**src/rtl/dmem_arbiter_pkg.sv**
```systemverilog
// rtl/dmem_arbiter_pkg.sv - shared encodings for the data-memory arbiter
//
// Purpose: owner and FSM state encodings, byte-select width and the grant
//          vector type used by dmem_arbiter and dmem_rr_pick.
// Ports:   none (package).
package dmem_arbiter_pkg;

  localparam int DMEM_BSEL = 4;

  localparam logic OWNER_CPU = 1'b0;
  localparam logic OWNER_EXT = 1'b1;

  typedef enum logic [1:0] {
    ST_IDLE = 2'b00,
    ST_CPU  = 2'b01,
    ST_EXT  = 2'b10
  } dmem_state_e;

  typedef struct packed {
    logic cpu;
    logic ext;
  } dmem_gnt_t;

endpackage

```
**src/rtl/dmem_rr_pick.sv**
```systemverilog
// rtl/dmem_rr_pick.sv - combinational grant selection for the two requesters
//
// Purpose: picks the winner of the memory port for this cycle.
// Ports:   cpu_req/ext_req  - request bits (already gated by reset)
//          last_winner      - winner of the most recent conflict
//          lock_req         - previous grant was external and ext_lock is high
//          burst_cnt        - external grants so far in the current locked burst
//          gnt              - one-hot (or zero) grant vector
module dmem_rr_pick
  import dmem_arbiter_pkg::*;
#(
  parameter int MAX_BURST = 4
) (
  input  logic       cpu_req,
  input  logic       ext_req,
  input  logic       last_winner,
  input  logic       lock_req,
  input  logic [3:0] burst_cnt,
  output dmem_gnt_t  gnt
);

  localparam logic [3:0] MAX_BURST_C = 4'(MAX_BURST);

  always_comb begin
    gnt = '0;
    if (cpu_req && !ext_req) begin
      gnt.cpu = 1'b1;
    end else if (ext_req && !cpu_req) begin
      gnt.ext = 1'b1;
    end else if (cpu_req && ext_req) begin
      // A locked burst keeps the port until the budget runs out; after that
      // the conflict falls back to strict alternation.
      if (lock_req && (burst_cnt < MAX_BURST_C)) begin
        gnt.ext = 1'b1;
      end else if (last_winner == OWNER_CPU) begin
        gnt.ext = 1'b1;
      end else begin
        gnt.cpu = 1'b1;
      end
    end
  end

endmodule

```
**src/rtl/dmem_arbiter.sv**
```systemverilog
// rtl/dmem_arbiter.sv - data-memory port arbiter between CPU MEM stage and external master
//
// Purpose: shares one synchronous data RAM port, stalls the CPU when it loses,
//          honours bounded external burst locking and routes read responses.
// Ports:   cpu_clk_50M/cpu_rst_n         - clock, async active-low reset
//          cpu_dce/daddr/we/dre/din      - CPU MEM-stage request bundle
//          cpu_stall/rvalid/dout         - CPU stall and read response
//          ext_req/addr/we/din/lock      - external master request bundle
//          ext_gnt/rvalid/dout           - external grant and read response
//          mem_ce/addr/we/din, mem_dout  - RAM port (read data one cycle later)
module dmem_arbiter
  import dmem_arbiter_pkg::*;
#(
  parameter int MAX_BURST = 4,
  parameter int ADDR_W    = 32,
  parameter int DATA_W    = 32
) (
  input  logic                 cpu_clk_50M,
  input  logic                 cpu_rst_n,
  input  logic                 cpu_dce,
  input  logic [ADDR_W-1:0]    cpu_daddr,
  input  logic [DMEM_BSEL-1:0] cpu_we,
  input  logic [DMEM_BSEL-1:0] cpu_dre,
  input  logic [DATA_W-1:0]    cpu_din,
  output logic                 cpu_stall,
  output logic                 cpu_rvalid,
  output logic [DATA_W-1:0]    cpu_dout,
  input  logic                 ext_req,
  input  logic [ADDR_W-1:0]    ext_addr,
  input  logic [DMEM_BSEL-1:0] ext_we,
  input  logic [DATA_W-1:0]    ext_din,
  input  logic                 ext_lock,
  output logic                 ext_gnt,
  output logic                 ext_rvalid,
  output logic [DATA_W-1:0]    ext_dout,
  output logic                 mem_ce,
  output logic [ADDR_W-1:0]    mem_addr,
  output logic [DMEM_BSEL-1:0] mem_we,
  output logic [DATA_W-1:0]    mem_din,
  input  logic [DATA_W-1:0]    mem_dout
);

  localparam logic [3:0] MAX_BURST_C = 4'(MAX_BURST);

  // Byte read enables travel to WB through the pipeline, not through here.
  logic unused_dre;
  assign unused_dre = ^cpu_dre;

  dmem_state_e state_q, state_d;
  logic        last_winner_q, last_winner_d;
  logic [3:0]  burst_cnt_q, burst_cnt_d;
  logic        rsp_pending_q, rsp_pending_d;
  logic        rsp_owner_q, rsp_owner_d;

  // Gating the requests with reset forces every grant-derived output to 0
  // for as long as reset is held, combinational paths included.
  logic      cpu_req, ext_req_v, lock_req;
  dmem_gnt_t gnt;

  assign cpu_req   = cpu_dce & cpu_rst_n;
  assign ext_req_v = ext_req & cpu_rst_n;
  assign lock_req  = (state_q == ST_EXT) & ext_lock;

  dmem_rr_pick #(
    .MAX_BURST(MAX_BURST)
  ) u_pick (
    .cpu_req    (cpu_req),
    .ext_req    (ext_req_v),
    .last_winner(last_winner_q),
    .lock_req   (lock_req),
    .burst_cnt  (burst_cnt_q),
    .gnt        (gnt)
  );

  always_comb begin
    state_d       = ST_IDLE;
    last_winner_d = last_winner_q;
    burst_cnt_d   = '0;
    rsp_pending_d = 1'b0;
    rsp_owner_d   = rsp_owner_q;

    if (gnt.cpu) begin
      state_d = ST_CPU;
    end else if (gnt.ext) begin
      state_d = ST_EXT;
    end

    if (cpu_req && ext_req_v) begin
      last_winner_d = gnt.ext ? OWNER_EXT : OWNER_CPU;
    end

    // Only external grants taken while the CPU waits consume the burst
    // budget; with the CPU idle the count holds and bursts run unbounded.
    if (gnt.ext) begin
      burst_cnt_d = burst_cnt_q;
      if (cpu_req && (burst_cnt_q != MAX_BURST_C)) begin
        burst_cnt_d = burst_cnt_q + 4'd1;
      end
    end

    if (gnt.cpu && (cpu_we == '0)) begin
      rsp_pending_d = 1'b1;
      rsp_owner_d   = OWNER_CPU;
    end else if (gnt.ext && (ext_we == '0)) begin
      rsp_pending_d = 1'b1;
      rsp_owner_d   = OWNER_EXT;
    end
  end

  always_ff @(posedge cpu_clk_50M or negedge cpu_rst_n) begin
    if (!cpu_rst_n) begin
      state_q       <= ST_IDLE;
      last_winner_q <= OWNER_CPU;
      burst_cnt_q   <= '0;
      rsp_pending_q <= 1'b0;
      rsp_owner_q   <= OWNER_CPU;
    end else begin
      state_q       <= state_d;
      last_winner_q <= last_winner_d;
      burst_cnt_q   <= burst_cnt_d;
      rsp_pending_q <= rsp_pending_d;
      rsp_owner_q   <= rsp_owner_d;
    end
  end

  assign cpu_stall = cpu_req & ~gnt.cpu;
  assign ext_gnt   = ext_req_v & gnt.ext;

  assign mem_ce   = gnt.cpu | gnt.ext;
  assign mem_addr = gnt.cpu ? cpu_daddr : (gnt.ext ? ext_addr : '0);
  assign mem_we   = gnt.cpu ? cpu_we    : (gnt.ext ? ext_we   : '0);
  assign mem_din  = gnt.cpu ? cpu_din   : (gnt.ext ? ext_din  : '0);

  assign cpu_rvalid = rsp_pending_q & (rsp_owner_q == OWNER_CPU);
  assign ext_rvalid = rsp_pending_q & (rsp_owner_q == OWNER_EXT);
  assign cpu_dout   = cpu_rvalid ? mem_dout : '0;
  assign ext_dout   = ext_rvalid ? mem_dout : '0;

endmodule

```
**config.mk**
```make
export PLATFORM = sky130hd
export DESIGN_NAME = dmem_arbiter
export DESIGN_NICKNAME = d
export VERILOG_FILES = /design/src/rtl/dmem_arbiter_pkg.sv /design/src/rtl/dmem_rr_pick.sv /design/src/rtl/dmem_arbiter.sv
export SDC_FILE = /design/constraint.sdc
export NUM_CORES = 1
export LEC_CHECK = 0
export ABC_AREA = 1
export CORE_AREA = 4 4 119 121
export CTS_CLUSTER_DIAMETER = 150
export DETAILED_ROUTE_END_ITERATION = 8
export DIE_AREA = 0 0 123 125
export SLEW_MARGIN = 20
export SYNTH_ARGS = -nofsm -noshare
export SYNTH_HDL_FRONTEND = slang
export SYNTH_SLANG_ARGS = --single-unit
export TNS_END_PERCENT = 50
```
**constraint.sdc**
```tcl
create_clock -name cpu_clk_50M -period 1.65 [get_ports cpu_clk_50M]
set_input_delay 0.33 -clock cpu_clk_50M [delete_from_list [all_inputs] [get_ports cpu_clk_50M]]
set_output_delay 0.33 -clock cpu_clk_50M [all_outputs]
set_load 0.01 [all_outputs]
```
# After elaboration in Yosys (flattened, before gate mapping)
# Cells that the tools add are included.
# totals
ff_bits,9
inputBits,177
out_inout_bits,137
wordCells,58
# op_classes
reduce_logical,12
n_mux,26
n_lt_le_gt_ge,1
n_bitwise,10
eq_ne,3
n_addsub,1
# ops
op,n
32-bit two-way mux,6
4-bit two-way mux,4
1-bit two-way mux,13
4-bit logical NOT,2
1-bit bitwise AND,7
1-bit logical AND,7
2-bit two-way mux,3
4-bit by 1-bit adder with 4-bit output (second input constant),1
4-bit by 3-bit less-than comparator with 1-bit output (second input constant),1
4-bit by 3-bit != test with 1-bit output (second input constant),1
2-bit equality test (second input constant),1
1-bit logical NOT,2
2-bit by 1-bit != test with 1-bit output (second input constant),1
1-bit inverter,2
2-bit nonzero test,1
1-bit bitwise OR,1

# Depth between registers and ports, before layout
# depth
depth_word,10
ltp_mapped,10
depth_no_buf,10

# Cells and area by module
# Synthesis repeated with hierarchy kept, for this count alone.
# unflattened
hier_cells,264
area_unflattened_um2,1629.1
# modules_own_cells
mod,area_each_um2,n_inst,cells_per_inst,seq_area_each_um2
dmem_arbiter,1590.3,1,255,225.2
dmem_rr_pick,38.8,1,9,0.0

# Worst setup path after synthesis
# OpenSTA, ideal clock, no wires.
# synth_path
path_type,register to output
startpoint,register burst_cnt_q[2]
endpoint,output mem_addr[24]
arrival_ns,1.186
path_buffers,2
path_slack_ns,0.134
stages_incl_launch_ff,10
required_ns,1.320
cell_sequence,dfrtp_1 -> nor2_2 -> nand3_2 -> nand3_2 -> nand2_4 -> inv_2 -> buf_6 -> buf_6 -> nand2_1 -> nand2_1
# synth_between
elab_chain_cells,8
elab_cells_between_ends,11
cone_classes,order compare: 1; mux: 9; reduce/logical: 1
# synth_rtl
element,line_no,rtl
from (decl),dmem_arbiter.sv:51,"logic [3:0] burst_cnt_q, burst_cnt_d;"
from (signal assigned),dmem_arbiter.sv:120,burst_cnt_q <= burst_cnt_d;
4-bit by 3-bit less-than comparator with 1-bit output (*),dmem_rr_pick.sv:33,if (lock_req && (burst_cnt < MAX_BURST_C)) begin
1-bit logical AND (*),dmem_rr_pick.sv:33,
1-bit two-way mux,dmem_rr_pick.sv:33,
2-bit two-way mux (*),dmem_rr_pick.sv:30,end else if (cpu_req && ext_req) begin
1-bit two-way mux,dmem_rr_pick.sv:28,end else if (ext_req && !cpu_req) begin
1-bit two-way mux,dmem_rr_pick.sv:26,if (cpu_req && !ext_req) begin
32-bit two-way mux,dmem_arbiter.sv:130,assign mem_addr = gnt.cpu ? cpu_daddr : (gnt.ext ? ext_addr : '0);
32-bit two-way mux (*),dmem_arbiter.sv:130,
to (decl),dmem_arbiter.sv:37,"output logic [ADDR_W-1:0] mem_addr,"
# Mark *: on every way between the ends. The rest lies on a longest branch, timed or not.

# Final worst setup path
# layout_path
startpoint,register state_q[0]
endpoint,output cpu_stall
# layout_between
elab_chain_cells,9
# layout_rtl
element,line_no,rtl
from (decl),dmem_arbiter.sv:49,"dmem_state_e state_q, state_d;"
from (signal assigned),dmem_arbiter.sv:118,state_q <= state_d;
2-bit equality test,dmem_arbiter.sv:62,assign lock_req = (state_q == ST_EXT) & ext_lock;
1-bit bitwise AND,dmem_arbiter.sv:62,
1-bit logical AND,dmem_rr_pick.sv:33,
1-bit two-way mux,dmem_rr_pick.sv:33,
2-bit two-way mux,dmem_rr_pick.sv:30,
1-bit two-way mux,dmem_rr_pick.sv:28,
1-bit two-way mux,dmem_rr_pick.sv:26,
1-bit inverter,dmem_arbiter.sv:126,assign cpu_stall = cpu_req & ~gnt.cpu;
1-bit bitwise AND,dmem_arbiter.sv:126,
to (decl),dmem_arbiter.sv:25,"output logic cpu_stall,"
# Every way passes these cells.

==> impl_metrics.yaml <==
global_routing:
  grt_first_pass_wirelength_um: 19700
  grt_use_total: 0.162
  overflow: 0
  antenna_found_initial: 1
  via_count_of_the_first_global_routing_pass: 3911
  grt_start_max_net_pins: 34
worst_setup_path:
  timing.reg2reg.worst_path_depth: 10
  worst_setup_path_end_kind: "primary output"
  critPathRequiredTime_ns: 1.32
  critPathArrivalTime_ns: 1.69
  rr_startpoint: "state_q[0]"
  critPathLaunchType: "flop"
  timing.reg2reg.setup_slack_ns: 0.02
  regToRegEndpoint: "last_winner_q"
  crit_fanout: 6
  criticalPathCategory: "reg2out"
synth:
  syn_nets: 569
  netlist-cell-type-count: 21
  syn_area_per_cell_um2: 4.55
  synthesis.yosys.warnings: 0
  ys_seq_area_frac: 0.127
  synth_seq_cells: 9
  synthCells: 390
  synth_area_um2: 1780
routing:
  antenna_violating_nets_post_route: 0
  via_count: 3692
  dr.first_iter.drc_count: 92
  detail_route.vias_per_cell: 4.04
  routed_wl_um: 14300
  drt_pass1_iterations: 4
  drc: 0
  per_cell_routed_wire_length_um: 15.6
finish:
  final_cell_mix: "clkdlybuf4s50_1, nand2_1, nand2_2, nor2_1, nand2_4"
  num-fill-cells: 1298
  finish.cell_count_without_fillers: 913
  seqCellArea_um2: 225
  layout.cells.most_common: "clkdlybuf4s50_1"
  drive_gt1_frac: 0.394
  multi_input_area_um2: 1830
  total_nets_final: 916
  area.growth.synth_to_final_pct: 247
die:
  die-area_um2: 15400
  die_width_um: 123
  placement_rows: 42
  vert_die_dim_um: 125
  ioPinCount: 314
  coreArea_um2: 13100
  initial_core_util: 0.136
cts:
  insertion_delay_ns: 0.23
  ctsLongestPathBuffers: 2
  cts.reportedPaths.clkPinSlew_ns: 0.04
  holdBufCountCts: 0
  tritoncts: "yes"
  cts_root_cell: "clkbuf_16"
  clock_sinks: 9
  numCtsBuffers: 3
  cts.htree.levels: 1
timing:
  fmax_mhz: 495
  max_slew.worst_pin.slew_ns: 0.422
  timing.final.setup_violations: 70
  final-max-slew-violation-count: 0
  rsz0062_at_grt: "true"
  maxSlewHeadroom: 0.716
  minimum_hold_slack_ns: 0.168
  final.setup_skew_ns: 0.000751
  finalWorstPathRequiredPeriod_ns: 2.02
  setup_ws_ns: -0.369
  fin_crit_sh: 1.22
  report.final.hold_viol_count: 0
outcome:
  violations: "setup timing"
  outcome: "finished, violations left"
power_and_ir_drop:
  power.density_cell_area_nw_per_um2: 357
  peakVddDrop_mv: 0.234
  total_leakage_power_uw: 0.00347
placement:
  placement.io_buffers: 309
  dp.final_hpwl_um: 10100
  dpl.cell_count: 879
  dp_slack_ns: -0.950
  place.gp.congestion: 0.825
worst_hold_path:
  hold_path.class: "in2async"
flow_run:
  maxCapViolCount: 0
-- worst max-delay path by stage --
stage                   end            from  slack (ns)
2_1_floorplan  mem_addr[24]  burst_cnt_q[2]        0.13
3_5_place_dp    mem_addr[7]       cpu_rst_n       -0.95
6_report          cpu_stall      state_q[0]       -0.37
3_3_place_gp      mem_we[1]       cpu_rst_n       -0.95
5_1_grt           cpu_stall      state_q[0]       -0.45
4_1_cts           cpu_stall  burst_cnt_q[2]       -0.42
-- area by class of cell --
cell class                      count  share of cell area
Timing Repair Buffer              361               0.584
Multi-Input combinational cell    312               0.297
Sequential cell                     9              0.0366
Tap cell                          176              0.0358
Inverter                           49              0.0319
Clock buffer                        4              0.0128
Timing Repair inverter              1             0.00183
Antenna cell                        1            0.000407
-- routing by layer --
layer / GRT usage / up-vias / part of all wire
met1: 0.159 / 1650 / 0.34
met5: 0 / - / 0
met3: 0.0407 / 18 / 0.097
met2: 0.331 / 198 / 0.54
li1: - / 1826 / -
met4: 0.0352 / 0 / 0.018
-- flip-flops by register name, indices dropped and copies added, names as in the netlist --
| name | count |
|---|---|
| rsp_pending_q | 1 |
| state_q | 2 |
| last_winner_q | 1 |
| rsp_owner_q | 1 |
| burst_cnt_q | 4 |
-- cells by family after synthesis --
| group | count (synthesis) | share of synthesized area |
|---|---|---|
| XOR/XNOR | 1 | 0.00493 |
| AND/OR/NAND/NOR | 304 | 0.663 |
| buffers and inverters | 69 | 0.177 |
| adder cells (fa/ha/maj) | 2 | 0.0141 |
| AO/OA/AOI/OAI | 5 | 0.0141 |
| flip-flops | 9 | 0.127 |
-- cells in the mapped netlist (all sizes together) --
cell type | instances | area [um2]
a21oi | 1 | 5.00
buf | 14 | 108
clkbuf | 6 | 22.5
dfrtp | 9 | 225
ha | 2 | 25.0
inv | 49 | 184
nand2 | 223 | 847
nand3 | 5 | 35.0
nand3b | 1 | 7.51
nor2 | 73 | 277
nor3 | 1 | 5.00
nor4 | 1 | 6.26
o21ai | 4 | 20.0
xor2 | 1 | 8.76
-- stage by stage --
stage,total power [uW],setup TNS (ns),instance area [um2],utilization
floorplan,586,0,1780,-
global placement,1400,-72.38,5210,0.398
detailed placement,1410,-73.52,5210,0.398
CTS,2020,-20.65,5670,0.434
global route,2320,-24.66,6150,0.470
finish,2190,-19.20,6150,0.470
-- critical path: stages, from the launching register on --
cell,delay [ns]
dfrtp_1,0.40
nor2_4,0.10
nand3_2,0.11
nand3_2,0.10
nand2_4,0.07
buf_6,0.13
buf_6,0.13
buf_16,0.14
buf_6,0.12
nor2_4,0.07
buf_6,0.11
-- repair_timing --
item | CTS | global route
pin swaps | 36 | 39
setup endpoints to repair | 137 | 121
cloned | 11 | 6
setup buffers | 15 | 1
resized for setup | 479 | 193
-- power by group --
group / switching (uW) / leakage [uW] / internal, uW
clock network: 101 / 0.0000382 / 322
logic: 632 / 0.00331 / 891
registers: 11.4 / 0.000117 / 237
Note: power is estimated with default switching activity, not from simulation.
